===== config.mk =====
export PLATFORM = sky130hd
export DESIGN_NAME = gpio_do_arb
export DESIGN_NICKNAME = d
export VERILOG_FILES = /design/src/rtl/gpio_do_arb.sv
export SDC_FILE = /design/constraint.sdc
export NUM_CORES = 1
export LEC_CHECK = 0
export CORE_ASPECT_RATIO = 0.7
export CORE_UTILIZATION = 56
export CTS_CLUSTER_DIAMETER = 120
export CTS_CLUSTER_SIZE = 30
export DETAILED_ROUTE_END_ITERATION = 6
export PLACE_DENSITY = 0.89
export SLEW_MARGIN = 5
export SYNTH_ARGS = -nofsm -noshare
export SYNTH_HDL_FRONTEND = slang
export SYNTH_SLANG_ARGS = --single-unit

===== constraint.sdc =====
create_clock -name HCLK -period 9.5 [get_ports HCLK]
set_clock_uncertainty 0.05 [all_clocks]
set_input_delay 1.9 -clock HCLK [delete_from_list [all_inputs] [get_ports HCLK]]
set_output_delay 1.9 -clock HCLK [all_outputs]
set_load 0.01 [all_outputs]

===== src/rtl/gpio_do_arb.sv =====
// Round-robin arbiter: four requesters share one GPIO output-data register.
// Optional grant locking is compiled in with `define GPIO_ARB_LOCK_EN.
module gpio_do_arb #(
  parameter int DATA_W = 32
) (
  input  logic                  HCLK,
  input  logic                  HRESETn,
  input  logic [3:0]            REQ,
  input  logic [7:0]            OP,
  input  logic [4*DATA_W-1:0]   MASK,
`ifdef GPIO_ARB_LOCK_EN
  input  logic [3:0]            LOCK,
`endif
  output logic [3:0]            ACK,
  output logic                  GNT_VLD,
  output logic [1:0]            GNT_ID,
  output logic [DATA_W-1:0]     GPIO_DO
);

  localparam logic [1:0] OP_SET = 2'b00;
  localparam logic [1:0] OP_CLR = 2'b01;
  localparam logic [1:0] OP_TOG = 2'b10;

  function automatic logic [DATA_W-1:0] apply_op(input logic [1:0]        op,
                                                 input logic [DATA_W-1:0] cur,
                                                 input logic [DATA_W-1:0] m);
    case (op)
      OP_SET:  apply_op = cur | m;
      OP_CLR:  apply_op = cur & ~m;
      OP_TOG:  apply_op = cur ^ m;
      default: apply_op = m;
    endcase
  endfunction

  logic [1:0]        ptr;
  logic [3:0]        elig_p0;
  logic              vld_p0;
  logic [1:0]        sel_p0;
  logic [1:0]        op_p0;
  logic [DATA_W-1:0] mask_p0;
  logic [1:0]        idx;

`ifdef GPIO_ARB_LOCK_EN
  logic       lock_act;
  logic [1:0] lock_id;
  logic [2:0] lock_cnt;
  logic       lock_hold;

  assign lock_hold = lock_act & REQ[lock_id] & LOCK[lock_id];
`endif

  // Stage 0: eligibility and round-robin pick of one requester
  always_comb begin
    elig_p0 = REQ & ~ACK;
`ifdef GPIO_ARB_LOCK_EN
    if (lock_hold) elig_p0 = elig_p0 & (4'b0001 << lock_id);
`endif
    vld_p0  = 1'b0;
    sel_p0  = ptr;
    op_p0   = OP[1:0];
    mask_p0 = MASK[DATA_W-1:0];
    idx     = ptr;
    for (int k = 0; k < 4; k++) begin
      idx = ptr + 2'(k);
      if (!vld_p0 && elig_p0[idx]) begin
        vld_p0  = 1'b1;
        sel_p0  = idx;
        op_p0   = OP[2*idx +: 2];
        mask_p0 = MASK[DATA_W*idx +: DATA_W];
      end
    end
  end

  // Stage 1: apply the update, register the grant, advance the pointer
  always_ff @(posedge HCLK or negedge HRESETn) begin
    if (!HRESETn) begin
      ptr     <= 2'd0;
      ACK     <= 4'd0;
      GNT_VLD <= 1'b0;
      GNT_ID  <= 2'd0;
      GPIO_DO <= '0;
    end else begin
      GNT_VLD <= vld_p0;
      ACK     <= vld_p0 ? (4'b0001 << sel_p0) : 4'd0;
      if (vld_p0) begin
        GNT_ID  <= sel_p0;
        ptr     <= sel_p0 + 2'd1;
        GPIO_DO <= apply_op(op_p0, GPIO_DO, mask_p0);
      end
    end
  end

`ifdef GPIO_ARB_LOCK_EN
  // lock_cnt counts grants inside the current lock; the 8th grant releases it
  always_ff @(posedge HCLK or negedge HRESETn) begin
    if (!HRESETn) begin
      lock_act <= 1'b0;
      lock_id  <= 2'd0;
      lock_cnt <= 3'd0;
    end else if (vld_p0) begin
      if (lock_hold) begin
        if (lock_cnt == 3'd7) begin
          lock_act <= 1'b0;
          lock_cnt <= 3'd0;
        end else begin
          lock_cnt <= lock_cnt + 3'd1;
        end
      end else if (LOCK[sel_p0]) begin
        lock_act <= 1'b1;
        lock_id  <= sel_p0;
        lock_cnt <= 3'd1;
      end else begin
        lock_act <= 1'b0;
        lock_cnt <= 3'd0;
      end
    end else if (!lock_hold) begin
      lock_act <= 1'b0;
      lock_cnt <= 3'd0;
    end
  end
`endif

endmodule

==> results of run 1 <==
worst paths after layout:
path,startpoint,to,slack [ns],cells after the start
max in group asynchronous,HRESETn,ptr[1],6.85,1
setup / recovery,REQ[0],GPIO_DO[18],3.14,10
hold reg to reg,GNT_ID[1],GNT_ID[1],0.45,2
min in group asynchronous,HRESETn,GPIO_DO[13],1.75,1
setup reg to reg,ptr[0],GPIO_DO[18],3.98,8
hold / removal,GNT_ID[1],GNT_ID[1],0.45,2
power by group through the flow:
stage	combinational [mW]	clock, mW	sequential (mW)
floorplan	2.49	0	0.397
global placement	3.05	0	0.485
detailed placement	3.18	0	0.487
CTS	3.20	0.206	0.491
global route	3.57	0.213	0.515
finish	3.27	0.209	0.499
state kept, by name, indices dropped and copies added, names as in the netlist:
register and cells:
ACK 4, GPIO_DO 32, ptr 2, GNT_VLD 1, GNT_ID 2
area by class of cell:
cell class | instances | area, um2
antenna | 2 | 5.00
clock buffer | 5 | 125
clock inverter | 3 | 46.3
fill | 997 | 3760
inverter | 40 | 150
multi-input combinational | 770 | 5970
sequential | 41 | 1030
tap | 185 | 231
timing repair buffer | 189 | 1860
synth_stat cells, drive strengths merged, types with 2 or more instances:
cell,count,area [um2]
a21oi,91,455
o21ai,62,314
or3,24,150
mux4,9,203
a2bb2oi,9,78.8
o22ai,22,138
mux2,11,124
nor4,2,12.5
a31o,22,193
nor2b,9,56.3
a22o,2,26.3
inv,39,146
or4,2,15.0
nand3,7,35.0
and2,11,68.8
a21o,2,15.0
nand2,79,297
buf,42,235
a311o,22,220
a211oi,10,75.1
nor2,41,154
a311oi,22,193
dfrtp,41,1030
nand2b,4,25.0
o221a,9,101
nand4,2,12.5
clkbuf,63,236
a32oi,2,17.5
o221ai,22,193
a221oi,43,383
o211ai,9,67.6
o32ai,9,78.8
or2,2,12.5
xnor2,2,17.5
ha,68,851
nor3,11,55.1
mux2i,123,1230
logic make-up after synthesis:
group | Yosys count
flops | 41
xor+xnor | 2
compound gates | 362
buf+inv | 145
fa+ha+maj | 68
simple gates | 195
mux | 143
per-layer routing:
metal / global-route usage, % / routed length (um)
met1: 48.6 / 10700
met5: 0 / 0
met3: 8.38 / 3080
met4: 10.4 / 505
met2: 53.8 / 10800
metrics by stage:
stage,cell area [um2],setup WS (ns),utilization [%],hold slack (ns)
floorplan,7570,4.71,-,0.466
global placement,9250,3.25,70.2,0.420
detailed placement,9250,3.02,70.2,0.427
CTS,9420,3.31,71.5,0.441
global route,9420,3.02,71.5,0.496
finish,9430,3.14,71.5,0.447
critical path, stage by stage:
cell	delay, ns
clkdlybuf4s50_1	0.48
nor2b_1	0.68
and4_1	0.32
or2_2	0.67
a32oi_1	0.21
mux2i_4	0.17
buf_4	0.48
or2_2	1.03
a21oi_1	0.23
o221a_2	0.30
==> results.py, run 1 <==
metrics = {
    "timing": {
        "fmax_ghz": 0.157,
        "drv_slew": 0,
        "worst_pin_slew_ns": 1.25,
        "rsz0062_at_grt": "no",
        "min_period_ns": 6.36,
        "setup_viol": 0,
        "post-route-period-util_pct": 67.0,
        "relSlewSlack_pct": 16.6,
        "finalHoldViolCount": 0,
        "fin_setup_tns_ns": 0,
    },
    "synthesis": {
        "synth-adder-area-share_pct": 11.2,
        "ys_ff_latch": 41,
        "avgSynthCellArea_um2": 7.92,
        "yosys.area_share.simple_pct": 11.9,
        "syn_nets": 1166,
        "netlist_area_mm2": 0.00757,
        "synth-async-reset-ratio_pct": 100,
        "synth_compound_area_share_pct": 34.2,
        "yosysUniqueCellTypes": 51,
        "synth_ff_type": "dfrtp_1",
        "ys_warn_count": 0,
        "synthMuxAreaShare_pct": 20.6,
        "synth-seq-area-share_pct": 13.6,
        "synthCells": 956,
        "synth_xor_area_share_pct": 0.231,
        "synth_top_family_by_area": "compound AO/OA/AOI/OAI gates",
        "synth-edff-count": 0,
    },
    "global_routing": {
        "grt_usage_pct": 35.0,
        "first_global_vias": 8022,
        "antenna_found_initial": 2,
        "overflow": 0,
        "grt_max_degree": 111,
        "grt_pass1_wl_um": 40100,
    },
    "cts": {
        "post-cts-setup-buffers": 0,
        "numCtsBuffers": 5,
        "ctsHoldBuffers": 0,
        "cts-root-buf": "clkbuf_16",
        "cts_resized": 0,
        "cts_sinks": 41,
        "clock_path_buffers": 2,
        "cts_tree": "yes",
        "clock_latency_ns": 0.29,
        "clk_pin_slew_ns": 0.07,
        "cts_max_level": 2,
    },
    "pwr": {
        "p_sw_share_pct": 53.8,
        "switchingPower_mw": 2.14,
        "peakVddDrop_mv": 0.273,
        "pwr-share-seq_pct": 12.5,
        "finalPower_mw": 3.98,
        "internal_power_mw": 1.84,
        "powerDensity_mw_per_mm2": 422,
        "clkPwrFrac_pct": 5.2,
        "p_leak_nw": 3.87,
        "comb_power_share_pct": 82.2,
    },
    "setup_path": {
        "arrival_ns": 6.50,
        "required_ns": 9.63,
        "crit_fanout": 65,
        "crit_type": "in -> reg",
        "worst_setup_path_start_kind": "input pin",
        "critPathCaptureType": "flop",
    },
    "place": {
        "dp_cells": 1225,
        "dp_hpwl_um": 16600,
        "io_buffers": 180,
        "place.gp.congestion": 0.854,
    },
    "drt": {
        "vias": 8600,
        "dr.pass1.iters": 7,
        "wl_per_cell_um": 20.3,
        "post-route-drc-count": 14,
        "finalWirelength_um": 25100,
        "vias_per_cell": 6.96,
        "first_iter_violations": 1139,
        "ant_nets": 0,
    },
    "cells_and_area": {
        "mostFrequentLayoutCell": "clkdlybuf4s50_1",
        "layoutNonFillerInstCount": 1235,
        "drive_gt1_share_pct": 7.92,
        "most-common-layout-cells": "179 x clkdlybuf4s50_1, 122 x mux2i_1, 90 x a21oi_1",
        "final_nets": 1257,
        "areaGrowthSynthToFinish_pct": 24.6,
    },
    "die": {
        "start_util_pct": 57.4,
        "pin_count": 181,
        "die-area_mm2": 0.0140,
        "core_area_mm2": 0.0132,
        "fp.dieW_um": 141,
        "die_y_um": 99.3,
        "rows": 35,
    },
    "status": {
        "violations": "DRC",
        "outcome": "finished, violations left",
    },
    "flow_run": {
        "max_cap_viol_count": 0,
    },
    "min_path": {
        "hp-class": "reg -> reg",
    },
}
(Power assumes the default switching activity.)
==> run 2: changes to the inputs <==
- CORE_UTILIZATION: 56 -> 52
- PLACE_DENSITY: 0.89 -> 0.83
- clock period: 9.5 -> 6.2 ns (I/O delays scaled with it)
==> results.py, run 2 (synthesis results as in run 1) <==
metrics = {
    "status": {
        "outcome": "finished clean",
    },
    "setup_path": {
        "r2r_end": "GPIO_DO[18]",
        "crit_type": "in -> reg",
        "r2r_cells": 10,
        "critPathCaptureType": "flop",
        "required_ns": 6.27,
        "setup.worst_path.start": "REQ[0]",
        "r2r_slack_ns": 1.70,
        "endpoint": "GPIO_DO[26]",
        "arrival_ns": 4.98,
        "r2r-start": "ptr[0]",
        "worst_setup_path_start_kind": "input pin",
        "crit_fanout": 28,
    },
    "timing": {
        "post-route-period-util_pct": 79.0,
        "worst_pin_slew_ns": 1.18,
        "fmax_ghz": 0.204,
        "rsz0062_at_grt": "no",
        "setup_viol": 0,
        "relSlewSlack_pct": 21.6,
        "drv_slew": 0,
        "finalHoldViolCount": 0,
        "min_period_ns": 4.90,
        "fin_setup_tns_ns": 0,
    },
    "cells_and_area": {
        "seq_area_mm2": 0.00103,
        "final_nets": 1264,
        "drive_gt1_share_pct": 8.44,
        "areaGrowthSynthToFinish_pct": 25.4,
        "reg_top3": "GPIO_DO (32), ACK (4)",
        "largest_register_ffs": 32,
        "top_register": "GPIO_DO",
        "mostFrequentLayoutCell": "clkdlybuf4s50_1",
        "antenna_cells": 0,
        "most-common-layout-cells": "179 x clkdlybuf4s50_1, 122 x mux2i_1, 90 x a21oi_1",
        "fillers": 1150,
        "multi_input_comb_area_mm2": 0.00597,
    },
    "cts": {
        "cts_sinks": 41,
        "cts_max_level": 2,
        "cts-root-buf": "clkbuf_16",
        "cts_tree": "yes",
        "ctsHoldBuffers": 0,
        "post-cts-setup-buffers": 0,
        "numCtsBuffers": 5,
        "clk_pin_slew_ns": 0.07,
        "clock_latency_ns": 0.29,
        "clock_path_buffers": 2,
        "cts_resized": 0,
    },
    "global_routing": {
        "first_global_vias": 7582,
        "grt_pass1_wl_um": 39400,
        "antenna_found_initial": 0,
        "grt_max_degree": 110,
        "grt_usage_pct": 32.3,
        "overflow": 0,
    },
    "drt": {
        "first_iter_violations": 1013,
        "finalWirelength_um": 24700,
        "dr.pass1.iters": 5,
        "wl_per_cell_um": 19.9,
        "post-route-drc-count": 0,
        "vias_per_cell": 6.79,
        "vias": 8456,
        "ant_nets": 0,
    },
    "pwr": {
        "peakVddDrop_mv": 0.474,
        "p_leak_nw": 3.91,
        "comb_power_share_pct": 83.6,
        "finalPower_mw": 6.08,
        "pwr-share-seq_pct": 11.0,
        "powerDensity_mw_per_mm2": 640,
        "internal_power_mw": 2.86,
        "switchingPower_mw": 3.22,
        "p_sw_share_pct": 53.0,
        "clkPwrFrac_pct": 5.3,
    },
    "die": {
        "pin_count": 181,
        "start_util_pct": 53.8,
        "fp.dieW_um": 146,
        "core_area_mm2": 0.0141,
        "die_y_um": 103,
        "die-area_mm2": 0.0150,
        "rows": 36,
    },
    "min_path": {
        "hp-class": "reg -> reg",
    },
    "place": {
        "place.gp.congestion": 0.862,
        "io_buffers": 180,
        "dp_hpwl_um": 16700,
    },
    "flow_run": {
        "max_cap_viol_count": 0,
    },
}
run 2: cell types whose count changed in the layout (fill, tap and decap cells not counted):
cell,before,now
clkbuf_8,0,1
buf_12,0,1
buf_4,9,15
clkinv_4,1,0
diode_2,2,0
clkbuf_1,0,1
clkinvlp_4,1,0
run 2: cell type report:
class	instances	area share, %
Clock buffer	7	1.50
Clock inverter	1	0.316
Inverter	40	1.58
Multi-Input combinational cell	770	62.9
Sequential cell	41	10.9
Tap cell	190	2.50
Timing Repair Buffer	196	20.3
run 2: power groups by stage:
stage	Clock (mW)	Combinational, mW	Sequential [mW]
2_1_floorplan	0	3.81	0.609
3_3_place_gp	0	4.82	0.665
5_1_grt	0.334	5.61	0.697
6_report	0.324	5.08	0.672
4_1_cts	0.322	5.00	0.668
3_5_place_dp	0	4.98	0.665
run 2: metal layers:
metal	track usage [%]	wire (um)	share of wire, %
met5	0	0	0
met4	8.65	455	1.8
met3	7.48	2730	11
met2	48.2	10200	41
met1	46.4	11400	46
run 2: worst min path at each step:
stage,endpoint,depth (start not counted),slack [ns],start
floorplan,GNT_ID[0],2,0.47,GNT_ID[0]
global placement,GNT_ID[0],2,0.42,GNT_ID[0]
detailed placement,GNT_ID[1],2,0.44,GNT_ID[1]
CTS,GNT_ID[1],2,0.45,GNT_ID[1]
global route,GNT_ID[1],2,0.51,GNT_ID[1]
finish,GNT_ID[1],2,0.44,GNT_ID[1]
run 2: metrics by stage:
step                      hold WS, ns  std cells  setup slack [ns]  utilization (%)  cell area (um2)
after floorplan                 0.466        956              2.07                -             7570
after global placement          0.419       1237              1.22             66.3             9320
after detailed placement        0.436       1237              1.13             66.3             9320
after CTS                       0.450       1245              1.42             67.5             9490
after global routing            0.507       1245              1.08             67.5             9490
final                           0.439       1245              1.30             67.5             9490
run 2: critical path, cell delays in order:
cell,delay [ns]
clkdlybuf4s50_1,0.48
nor2b_1,0.59
or4_1,0.23
o2111ai_2,0.23
and2_2,0.43
buf_4,0.29
a221oi_1,0.37
a21oi_1,0.12
a31o_2,0.25
ha_1,0.18
or3_1,0.36
a21oi_1,0.14
a311oi_1,0.06
